[src/rtl/pipe_ctrl.sv]
// Pipeline hazard/stall controller: stage write enables, bubble inserts and
// branch-predict clear for a 5-stage pipeline with a multi-cycle divider.
module pipe_ctrl #(
   parameter int unsigned DIV_LAT = 17
) (
   input  logic        clk,
   input  logic        rst_n,
   input  logic [4:0]  id_reg_j,
   input  logic [4:0]  id_reg_k,
   input  logic [4:0]  id_reg_d,
   input  logic        id_reg_j_ren,
   input  logic        id_reg_k_ren,
   input  logic        id_reg_d_ren,
   input  logic        ex_is_load,
   input  logic [4:0]  ex_reg_d,
   input  logic        ex_div_start,
   input  logic        ex_br_mispredict,
   input  logic        wb_exception,
   input  logic        icache_miss,
   input  logic        dcache_miss,
   output logic        pc_wen,
   output logic        if_id_wen,
   output logic        id_ex_wen,
   output logic        ex_mem_wen,
   output logic        mem_wb_wen,
   output logic        if_id_flush,
   output logic        id_ex_flush,
   output logic        ex_mem_flush,
   output logic        mem_wb_flush,
   output logic        bp_flush,
   output logic [1:0]  ctrl_state,
   output logic [31:0] stall_cycles
);

   localparam int unsigned CNT_W  = 6;
   localparam int unsigned STAT_W = 32;

   localparam logic [1:0] ST_RUN = 2'd0;
   localparam logic [1:0] ST_DIV = 2'd1;
   localparam logic [1:0] ST_EXC = 2'd2;

   localparam logic [CNT_W-1:0] DIV_LOAD = CNT_W'(DIV_LAT - 1);

   logic [1:0]        state_q, state_d;
   logic [CNT_W-1:0]  div_cnt_q, div_cnt_d;
   logic [STAT_W-1:0] stall_cycles_q, stall_cycles_d;
   logic              load_use_c;
   logic              is_run_c;

   // Load-use hazard: EX load writes a register an enabled ID source reads.
   always_comb begin
      load_use_c = ex_is_load && (ex_reg_d != 5'd0) &&
                   ((id_reg_j_ren && (id_reg_j == ex_reg_d)) ||
                    (id_reg_k_ren && (id_reg_k == ex_reg_d)) ||
                    (id_reg_d_ren && (id_reg_d == ex_reg_d)));
      // The unused encoding behaves as RUN and is steered back to RUN.
      is_run_c   = (state_q == ST_RUN) || (state_q == 2'd3);
   end

   // Prioritised event decode: stage controls plus FSM/counter next state.
   always_comb begin
      pc_wen       = 1'b1;
      if_id_wen    = 1'b1;
      id_ex_wen    = 1'b1;
      ex_mem_wen   = 1'b1;
      mem_wb_wen   = 1'b1;
      if_id_flush  = 1'b0;
      id_ex_flush  = 1'b0;
      ex_mem_flush = 1'b0;
      mem_wb_flush = 1'b0;
      bp_flush     = 1'b0;
      state_d      = is_run_c ? ST_RUN : state_q;
      div_cnt_d    = div_cnt_q;

      if (!rst_n) begin
         pc_wen     = 1'b0;
         if_id_wen  = 1'b0;
         id_ex_wen  = 1'b0;
         ex_mem_wen = 1'b0;
         mem_wb_wen = 1'b0;
      end else if (wb_exception || (state_q == ST_EXC)) begin
         if_id_flush  = 1'b1;
         id_ex_flush  = 1'b1;
         ex_mem_flush = 1'b1;
         mem_wb_flush = 1'b1;
         bp_flush     = 1'b1;
         state_d      = wb_exception ? ST_EXC : ST_RUN;
         div_cnt_d    = '0;
      end else if (dcache_miss) begin
         pc_wen     = 1'b0;
         if_id_wen  = 1'b0;
         id_ex_wen  = 1'b0;
         ex_mem_wen = 1'b0;
         mem_wb_wen = 1'b0;
      end else if ((state_q == ST_DIV) || (is_run_c && ex_div_start)) begin
         pc_wen       = 1'b0;
         if_id_wen    = 1'b0;
         id_ex_wen    = 1'b0;
         ex_mem_wen   = 1'b0;
         mem_wb_flush = 1'b1;
         if (is_run_c) begin
            state_d   = ST_DIV;
            div_cnt_d = DIV_LOAD;
         end else if (div_cnt_q <= CNT_W'(1)) begin
            state_d   = ST_RUN;
            div_cnt_d = '0;
         end else begin
            div_cnt_d = div_cnt_q - CNT_W'(1);
         end
      end else if (ex_br_mispredict) begin
         if_id_flush = 1'b1;
         id_ex_flush = 1'b1;
         bp_flush    = 1'b1;
      end else if (load_use_c) begin
         pc_wen      = 1'b0;
         if_id_wen   = 1'b0;
         id_ex_flush = 1'b1;
      end else if (icache_miss) begin
         pc_wen      = 1'b0;
         if_id_flush = 1'b1;
      end
   end

   // Saturating count of cycles in which the PC did not advance.
   always_comb begin
      stall_cycles_d = stall_cycles_q;
      if (!pc_wen && (stall_cycles_q != {STAT_W{1'b1}})) begin
         stall_cycles_d = stall_cycles_q + STAT_W'(1);
      end
   end

   // State, divider countdown and stall counter registers.
   always_ff @(posedge clk) begin
      if (!rst_n) begin
         state_q        <= ST_RUN;
         div_cnt_q      <= '0;
         stall_cycles_q <= '0;
      end else begin
         state_q        <= state_d;
         div_cnt_q      <= div_cnt_d;
         stall_cycles_q <= stall_cycles_d;
      end
   end

   assign ctrl_state   = state_q;
   assign stall_cycles = stall_cycles_q;

endmodule

[config.mk]
export PLATFORM = sky130hd
export DESIGN_NAME = pipe_ctrl
export DESIGN_NICKNAME = d
export VERILOG_FILES = /design/src/rtl/pipe_ctrl.sv
export SDC_FILE = /design/constraint.sdc
export NUM_CORES = 1
export LEC_CHECK = 0
export ABC_AREA = 0
export CAP_MARGIN = 20
export CORE_MARGIN = 10
export CORE_UTILIZATION = 40
export DETAILED_ROUTE_END_ITERATION = 10
export HOLD_SLACK_MARGIN = 0.12
export PLACE_DENSITY = 0.67
export SLEW_MARGIN = 20
export SYNTH_ARGS = -nofsm -noshare
export SYNTH_HDL_FRONTEND = slang
export SYNTH_SLANG_ARGS = --single-unit
[constraint.sdc]
create_clock -name clk -period 3.1 [get_ports clk]
set_input_delay 0.465 -clock clk [delete_from_list [all_inputs] [get_ports clk]]
set_output_delay 0.465 -clock clk [all_outputs]
set_load 0.01 [all_outputs]
==> flow_summary.ini <==
[clock_network]
clockRootBuffer = clkbuf_8
clkSinkCount = 40
cts_buffers = 5
h-tree-depth = 2
worstSkewPairLatency_ns = 0.29
clk_path_buf_depth = 2
clk_pin_slew_ns = 0.08
postCtsSetupBuffers = 0
cts_hold_buf = 0
cts_tree = done

[sta]
worstMarginPinSlew_ns = 0.5980
min_period_over_period_pct = 98.92
slew_headroom_pct = 59.57
hold_ws_ns = 0.4886
setup_viol = 0
fin_crit_ns = 3.067
finalHoldViolations = 0
fmax_ghz = 0.3261
skew_ns = 0.007047
rsz0062_at_grt = true
slew_violations = 0

[floorplanning]
fp.coreArea_um2 = 5642
die-area_um2 = 9403
die_h_um = 96.97
initial_core_util_pct = 42.00
ios = 75
die_w_um = 96.97
rows = 27

[power]
leakagePower_uw = 0.001247
finalPower_uw = 1306
pwr_density_cell_nw_per_um2 = 375.3
max-vdd-ir-drop_v = 0.0002833

[setup_path]
crit_arrival_ns = 2.60
crit_buf_inv = 2
crit_required_ns = 2.63
r2r_start = ctrl_state[0]
crit_family = buffers and inverters
rrSetupSlack_ns = 0.46
regToRegEndpoint = stall_cycles[24]
slowest_stage = or4_1
crit_path_max_incr_delay_ns = 0.54
crit_type = input pin to output port
end_kind = output port
cp_cell_sequence = clkdlybuf4s50_1 -> or4_1 -> o221ai_2 -> nor3_2 -> nor2_1 -> o31a_1 -> clkdlybuf4s50_1
cp_max_fo = 4
crit_top_cell = clkdlybuf4s50_1
reg2reg_depth = 10
critPathLaunchType = input pin

[placed_design]
portBuffers = 74
place.gp.congestion = 0.8875
dp_hpwl_um = 5617

[detailed_routing]
post_drt_wl_per_cell_um = 15.67
drc_errors = 0
dr.pass1.iters = 4
wl_met1_um = 3546
wl_met3_um = 460
maxUsedRoutingLayer = met4
viasPerCell = 5.444
drtIter0Drc = 122
wl_met2_um = 3183
ant_nets = 0
wl_um = 7238
num_vias = 2515

[logic_synthesis]
syn_inst = 300
yosys_warnings = 0
seq_area_frac_synth_pct = 33.79
ys_ff_latch = 40
syn_nets = 336
yosys.cell_types.count = 45
syn-mean-instance-area_um2 = 7.899
synth.cell_area_um2 = 2370

[grt]
grt_antenna_before_repair = 0
grt_pass1_vias = 2352
grt_overflow_total = 0
grt_pass1_wl_um = 11990
grtUsageTotal_pct = 14.83
grt_max_degree = 27

[run]
maxCapViolCount = 0

[final_layout]
multi_input_area_um2 = 1511
layout.area.seq_um2 = 800.8
final_nets = 425
area_growth_pct = 46.83
final.fill_count = 492
drive_gt1_share_pct = 9.744
num_antenna_cells = 0

[hold_path]
hold_path.class = flop to flop
min_to = div_cnt_q[5]
worstHoldStart = div_cnt_q[5]
whs_path_depth = 1

[status]
status = finished clean
[state kept, by name (all words and copies together) (netlist names)]
name          flops
ctrl_state        2
div_cnt_q         6
stall_cycles     32
[layer usage]
metal	vias to the layer above	global-route usage (%)
li1	1272	-
met1	1149	19.58
met2	88	23.31
met3	6	4.400
met4	0	2.706
met5	-	0
[repair_timing]
item	CTS	global route
resized for setup	2	6
pin swaps	1	1
gates cloned	0	0
hold endpoints to repair	0	0
endpoints found under the setup margin	2	3
[final cells by class]
type,count,area share [%]
multi-input cells,240,43.44
repair buffers,93,25.42
flip-flops and latches,40,23.01
clock inverters,3,2.589
well taps,72,2.589
clock buffers,5,1.978
inverters,9,0.9709
[how the worst max path moves through the flow]
| stage | from | end | slack [ns] | depth (start not counted) |
|---|---|---|---|---|
| global placement | ex_reg_d[3] | if_id_flush | 0.04 | 7 |
| finish | ex_reg_d[3] | if_id_flush | 0.03 | 7 |
| floorplan | ctrl_state[0] | stall_cycles[28] | 0.60 | 10 |
| CTS | ex_reg_d[3] | if_id_flush | 0.003 | 7 |
| global route | ex_reg_d[3] | if_id_flush | -0.07 | 7 |
| detailed placement | ex_reg_d[0] | if_id_flush | -0.009 | 9 |
[cell families (layout without fill, tap and decap cells)]
| logic type | count (synthesis) | after routing | synth area share [%] |
|---|---|---|---|
| AND/OR/NAND/NOR | 145 | 145 | 33.90 |
| flip-flops | 40 | 40 | 33.79 |
| adder cells (fa/ha/maj) | 5 | 5 | 2.640 |
| XOR/XNOR | 19 | 19 | 7.022 |
| AO/OA/AOI/OAI | 62 | 62 | 15.42 |
| buffers and inverters | 20 | 110 | 3.432 |
| multiplexers | 9 | 9 | 3.802 |
[layout by cell type (no fill, tap or decap), types with 12 or more instances in the layout]
| master | n |
|---|---|
| nor2_1 | 23 |
| o21ai_0 | 17 |
| xnor2_1 | 15 |
| buf_4 | 19 |
| dfxtp_1 | 40 |
| nand3_1 | 15 |
| clkdlybuf4s50_1 | 72 |
| a21oi_1 | 26 |
| nand2b_1 | 12 |
| nand2_1 | 26 |
| or3_1 | 14 |
[metrics by stage]
step                setup slack (ns)  std cells  util (%)  cell area [um^2]   TNS [ns]
finish                       0.03347        462     61.68              3480          0
global route                -0.06851        462     61.68              3480   -0.06851
CTS                         0.003005        462     61.28              3457          0
detailed placement         -0.009152        454     58.42              3296  -0.009152
global placement             0.04369        454     58.42              3296          0
floorplan                     0.5978        300         -              2370          0
[Yosys cell counts, drive strengths merged]
master | number | area, um^2
nand4 | 10 | 68.81
nor3 | 8 | 40.04
or4 | 5 | 37.54
o221ai | 1 | 8.760
o31a | 1 | 8.760
or2 | 4 | 25.03
or4b | 1 | 13.76
o22ai | 1 | 6.260
a21oi | 27 | 135.1
or3 | 14 | 87.58
nand2b | 12 | 75.07
nor2 | 24 | 90.09
o311ai | 5 | 43.80
nor4 | 4 | 25.02
o41ai | 3 | 26.28
nand3 | 16 | 85.08
and4 | 4 | 35.03
a311oi | 1 | 8.760
buf | 3 | 17.52
o31ai | 3 | 22.52
ha | 5 | 62.56
xor2 | 4 | 35.03
o21ai | 18 | 90.08
dfxtp | 40 | 800.8
xnor2 | 15 | 131.4
mux2i | 9 | 90.09
nor4b | 1 | 8.760
and2 | 4 | 25.02
a21o | 1 | 7.510
nand2 | 26 | 97.59
nand4b | 1 | 8.760
clkbuf | 8 | 30.03
nor3b | 3 | 22.52
nor2b | 3 | 26.27
o211ai | 1 | 7.510
inv | 9 | 33.78
and3 | 5 | 31.28
[where the power goes]
group / internal [uW] / total [uW] / switching (uW)
Clock: 403 / 593 / 191
Sequential: 519 / 525 / 6.05
Combinational: 105 / 188 / 82.2
Total: 1030 / 1310 / 279
(Power assumes the default switching activity.)
